--- src/rtl/hazard_ctrl.sv ---
// hazard_ctrl: pipeline sequencing controller for the 5-stage MIPS pipeline.
//
// Drives the load enables and flush/bubble controls of the PC, IF/ID, ID/EX
// and EX/MEM registers. It handles three cases: load-use hazards, redirects
// from a taken branch or jump that is resolved in MEM, and multi-cycle
// data-memory waits, which abort after MEM_TIMEOUT cycles. It also keeps two
// saturating performance counters.
//
// Parameters:
//   MEM_TIMEOUT  wait cycles without mem_ready before the access is abandoned (1..255)
//   CNT_W        performance counter width
//
// Ports:
//   clk, rst_n                  clock; synchronous active-low reset
//   id_rs, id_rt, id_uses_rt    source registers of the instruction in ID
//   ex_mem_read, ex_rt          load destination held in ID/EX
//   mem_branch_taken, mem_jump  redirect requests from MEM
//   mem_access, mem_ready       data-memory handshake
//   pc_write, ifid_write        load enables
//   ifid_flush, idex_bubble, exmem_flush, pipe_hold   pipeline controls
//   mem_error                   sticky memory-timeout flag
//   stall_cycles, flush_events  saturating performance counters
module hazard_ctrl #(
    parameter int MEM_TIMEOUT = 15,
    parameter int CNT_W       = 16
) (
    input  logic             clk,
    input  logic             rst_n,
    input  logic [4:0]       id_rs,
    input  logic [4:0]       id_rt,
    input  logic             id_uses_rt,
    input  logic             ex_mem_read,
    input  logic [4:0]       ex_rt,
    input  logic             mem_branch_taken,
    input  logic             mem_jump,
    input  logic             mem_access,
    input  logic             mem_ready,
    output logic             pc_write,
    output logic             ifid_write,
    output logic             ifid_flush,
    output logic             idex_bubble,
    output logic             exmem_flush,
    output logic             pipe_hold,
    output logic             mem_error,
    output logic [CNT_W-1:0] stall_cycles,
    output logic [CNT_W-1:0] flush_events
);

    localparam int TW = $clog2(MEM_TIMEOUT + 1);
    localparam logic [TW-1:0] TIMEOUT_V = TW'(MEM_TIMEOUT);

    typedef enum logic {RUN, MEM_WAIT} state_t;

    state_t        state;
    logic [TW-1:0] timer;

    logic memWaitReq;
    logic timedOut;
    logic holdNow;
    logic redirect;
    logic loadUse;
    logic applyRedirect;

    assign memWaitReq = mem_access & ~mem_ready;
    assign timedOut   = (state == MEM_WAIT) & ~mem_ready & (timer >= TIMEOUT_V);

    // The final timeout cycle counts as completion, so the hold releases there.
    assign holdNow = (state == RUN) ? memWaitReq : (~mem_ready & ~timedOut);

    assign redirect = mem_branch_taken | mem_jump;

    // Register 0 never creates a dependence.
    assign loadUse = ex_mem_read && (ex_rt != 5'd0) &&
                     ((ex_rt == id_rs) || (id_uses_rt && (ex_rt == id_rt)));

    // While memory is pending, a redirect is deferred. A redirect also
    // overrides a load-use stall, because the instruction in ID is flushed.
    assign applyRedirect = rst_n & ~holdNow & redirect;

    always_comb begin
        pc_write    = 1'b1;
        ifid_write  = 1'b1;
        ifid_flush  = 1'b0;
        idex_bubble = 1'b0;
        exmem_flush = 1'b0;
        pipe_hold   = 1'b0;
        if (!rst_n) begin
            pc_write    = 1'b0;
            ifid_write  = 1'b0;
            ifid_flush  = 1'b1;
            idex_bubble = 1'b1;
            exmem_flush = 1'b1;
        end else if (holdNow) begin
            pc_write   = 1'b0;
            ifid_write = 1'b0;
            pipe_hold  = 1'b1;
        end else if (redirect) begin
            ifid_write  = 1'b0;
            ifid_flush  = 1'b1;
            idex_bubble = 1'b1;
            exmem_flush = 1'b1;
        end else if (loadUse) begin
            pc_write    = 1'b0;
            ifid_write  = 1'b0;
            idex_bubble = 1'b1;
        end
    end

    always_ff @(posedge clk) begin
        if (!rst_n) begin
            state        <= RUN;
            timer        <= '0;
            mem_error    <= 1'b0;
            stall_cycles <= '0;
            flush_events <= '0;
        end else begin
            if (!pc_write && (stall_cycles != '1)) begin
                stall_cycles <= stall_cycles + 1'b1;
            end
            if (applyRedirect && (flush_events != '1)) begin
                flush_events <= flush_events + 1'b1;
            end
            case (state)
                RUN: begin
                    if (memWaitReq) begin
                        state <= MEM_WAIT;
                        timer <= TW'(1);
                    end
                end
                MEM_WAIT: begin
                    if (mem_ready) begin
                        state <= RUN;
                        timer <= '0;
                    end else if (timedOut) begin
                        mem_error <= 1'b1;
                        state     <= RUN;
                        timer     <= '0;
                    end else begin
                        timer <= timer + 1'b1;
                    end
                end
                default: begin
                    state <= RUN;
                    timer <= '0;
                end
            endcase
        end
    end

endmodule
--- config.mk ---
export PLATFORM = sky130hd
export DESIGN_NAME = hazard_ctrl
export DESIGN_NICKNAME = d
export VERILOG_FILES = /design/src/rtl/hazard_ctrl.sv
export SDC_FILE = /design/constraint.sdc
export NUM_CORES = 1
export LEC_CHECK = 0
export CAP_MARGIN = 5
export CORE_ASPECT_RATIO = 2
export CORE_UTILIZATION = 42
export CTS_CLUSTER_SIZE = 24
export DETAILED_ROUTE_END_ITERATION = 16
export PLACE_DENSITY_LB_ADDON = 0.15
export SETUP_SLACK_MARGIN = 0.5
export SLEW_MARGIN = 10
export SYNTH_ARGS = -nofsm -noshare
export SYNTH_HDL_FRONTEND = slang
export SYNTH_SLANG_ARGS = --single-unit
--- constraint.sdc ---
create_clock -name clk -period 1.9 [get_ports clk]
set_input_delay 0.285 -clock clk [delete_from_list [all_inputs] [get_ports clk]]
set_output_delay 0.285 -clock clk [all_outputs]
set_load 0.01 [all_outputs]
==> flow_metrics.tcl <==
set metrics [dict create \
    status "finished with violations" \
    violations "negative setup slack" \
    r2r_slack_ps -60 \
    place_area_sq_um 3000 \
    cp-start-kind "primary input" \
    wirelength_um 6651 \
    synth_cells 232 \
    synthFlopType "dfxtp_1" \
    hold_path.class "in2reg" \
    cellLeakagePower_nw 1.547 \
    cp.arrival_ps 2310 \
    syn_area_sq_um 1956 \
    synth_xor_area_share_pct 11.64 \
    rsz0062_at_grt "true" \
    rows 34 \
    postSynthAreaPerCell_sq_um 8.429 \
    synthSimpleGateAreaFrac_pct 30.20 \
    ys_types 38 \
    r2r-start "timer[0]" \
    ys_seq_area_share_pct 38.90 \
    gp_congestion 0.8456 \
    port_buffers 61 \
    grt_start_max_net_pins 20 \
    maxCapViolations 0 \
    initial_core_util_pct 44.20 \
    powerDensity_nw_per_um2 498.6 \
    cp.required_ps 2130 \
    grt_antenna_before_repair 0 \
    drt_pre_antenna_iters 4 \
    critical_path.slowest_cell "or3_4" \
    gr-total-overflow 0 \
    hold_viol_final 0 \
    ys_async_sr_fraction_pct 0 \
    muxShareOfSynthArea_pct 1.536 \
    cts.clk_slew.worst_paths_ps 80 \
    worst_pin_slew_ps 299.8 \
    ctsHoldBuffers 0 \
    fin_ws_ps -182.9 \
    yosysMostFrequentCell "dfxtp_1" \
    cts_buffers 5 \
    min_from "mem_ready" \
    vias 2241 \
    synth_compound_area_share_pct 13.44 \
    cts_tree "built" \
    place_hpwl_um 4026 \
    antennaDiodeCount 0 \
    yosysTopAreaCell "dfxtp_1" \
    die_area_sq_um 4950 \
    critPathCaptureType "flop" \
    cp_max_fo 5 \
    fp.dieW_um 50.25 \
    synth_enable_flop_cells 0 \
    synth_top_cells_by_area "dfxtp_1, xor2_1, nor2_1, nand3_1, and3_1" \
    ir_drop_uv 541.2 \
    fin_area_sq_um 3517 \
    n_fill_cell 311 \
    core_sq_um 4424 \
    final_nets 378 \
    clock_latency_ps 280 \
    cts_sinks 38 \
    synth_top_family_by_area "simple AND/OR/NAND/NOR gates" \
    ys_top_cells_by_count "dfxtp_1, nor2_1, xor2_1" \
    drtIter0Drc 33 \
    die_h_um 98.50 \
    syn_nets 258 \
    period_share_pct 109.6 \
    drv_slew 0 \
    wl_per_cell_um 16.34 \
    clock_skew_ps 4.665 \
    crit_buf_inv 4 \
    cp_top_family "buffers and inverters" \
    drive_gt1_share_pct 43.91 \
    synthAdderAreaFrac_pct 1.919 \
    r2r_end "stall_cycles[10]" \
    area_delta_synth_final_pct 79.85 \
    period_needed_ps 2083 \
    power_mw 1.754 \
    worstRegToRegCells 10 \
    synth_top_area_share_pct 38.90 \
    ios 62 \
    whs_path_depth 3 \
    cts_buffer_depth 2 \
    holdPathEnd "state" \
    synth-seq-cells 38 \
    path_cells "clkdlybuf4s15_1 -> xor2_1 -> nor4_2 -> a32oi_2 -> buf_4 -> o31ai_4 -> buf_6 -> nand2_8 -> buf_12 -> or3_4 -> a21oi_2" \
    grt_pass1_vias 2304 \
    cts_max_level 2 \
    critPathMaxStageDelay_ps 370 \
    synth_warnings 0 \
    viasPerCell 5.506 \
    path_class "in2reg" \
    drc 0 \
    clock.fmax_mhz 480.1 \
    grt_usage_pct 25.13 \
    grt_pass1_wl_um 9673 \
    cts-root-buf "clkbuf_8" \
    slew_headroom_pct 79.97 \
    setup_viol 28 \
    ant_nets 0 \
]
==> where the power goes <==
part	switching, mW	internal [mW]
registers	0.0132	0.809
logic	0.163	0.185
clock network	0.292	0.292
==> stage by stage <==
stage	hold WS (ps)	util (%)	TNS (ps)	std cells	setup slack (ps)
global placement	457.4	67.82	-15470	385	-763.9
global route	464.1	79.50	-4275	407	-258.7
CTS	483.0	75.82	-148.6	401	-72.14
detailed placement	473.2	67.82	-17890	385	-823.6
floorplan	363.3	-	-238.1	232	-73.28
finish	450.2	79.50	-2055	407	-182.9
==> cell type report <==
class	count	area [sq um]	area share, %
Multi-Input combinational cell	183	1493	42.44
Timing Repair Buffer	119	1061	30.17
Sequential cell	38	780.7	22.20
Clock buffer	6	82.58	2.348
Tap cell	54	67.56	1.921
Inverter	5	20.02	0.5692
Clock inverter	2	12.51	0.3557
==> layer usage <==
layer	track usage [%]	vias up	wire length, um
met5	0	-	0
met4	11.43	0	256
met3	3.086	23	246
met2	51.38	78	3991
met1	22.43	1071	2156
li1	-	1069	-
==> flip-flops by register name, indices dropped and copies added, names as in the netlist <==
signal,cells
state,1
mem_error,1
timer,4
flush_events,16
stall_cycles,16
==> how the worst max path moves through the flow <==
stage                        start                to  slack, ps  depth (start not counted)
after global placement    ex_rt[1]        ifid_write       -760                          7
after floorplan           ex_rt[3]   stall_cycles[5]        -70                          7
after detailed placement  ex_rt[1]        ifid_write       -820                          7
after CTS                 id_rt[2]  stall_cycles[10]        -70                         11
after global routing      id_rt[1]  stall_cycles[10]       -260                         12
final                     id_rt[1]  stall_cycles[10]       -180                         11
==> logic make-up (layout without fill, tap and decap cells) <==
logic type / count (synthesis) / after routing
XOR/XNOR: 26 / 26
flip-flops: 38 / 38
AO/OA/AOI/OAI: 39 / 39
AND/OR/NAND/NOR: 112 / 112
multiplexers: 3 / 3
buffers and inverters: 11 / 132
adder cells (fa/ha/maj): 3 / 3
==> tightest hold or removal path, delay by kind of cell <==
kind / cells / cell delay (ps)
and+or+nand+nor: 1 / 60
buffers and inverters: 2 / 340
==> cell usage in the layout, fill, tap and decap left out, types with 3 or more instances in the layout <==
master           instances
or3_1                    5
nor2_2                   3
nand2b_1                 3
xor2_1                  20
o21ai_0                  8
xnor2_2                  4
nand2_1                  9
dfxtp_2                 16
buf_6                   24
buf_4                   42
nand2_2                  4
nand3_2                  9
and3_1                   6
o31ai_1                  3
dlygate4sd2_1           40
mux2i_1                  3
and3_4                   3
inv_1                    3
a21oi_2                  3
clkbuf_8                 6
nand4_1                  9
buf_2                    4
o211ai_1                 3
nor4_4                   3
nor2_1                  28
nand3_1                  6
a21oi_1                  8
dfxtp_1                 22
clkdlybuf4s50_1          5
a22oi_1                  3
==> repair_timing <==
| item | 4_1_cts | 5_1_grt |
|---|---|---|
| setup endpoints to repair | 71 | 40 |
| pin swaps | 50 | 21 |
| gates cloned | 0 | 0 |
| gates resized for setup | 171 | 24 |
| setup buffers | 8 | 6 |
No activity file was read; power rests on OpenSTA's default activity.
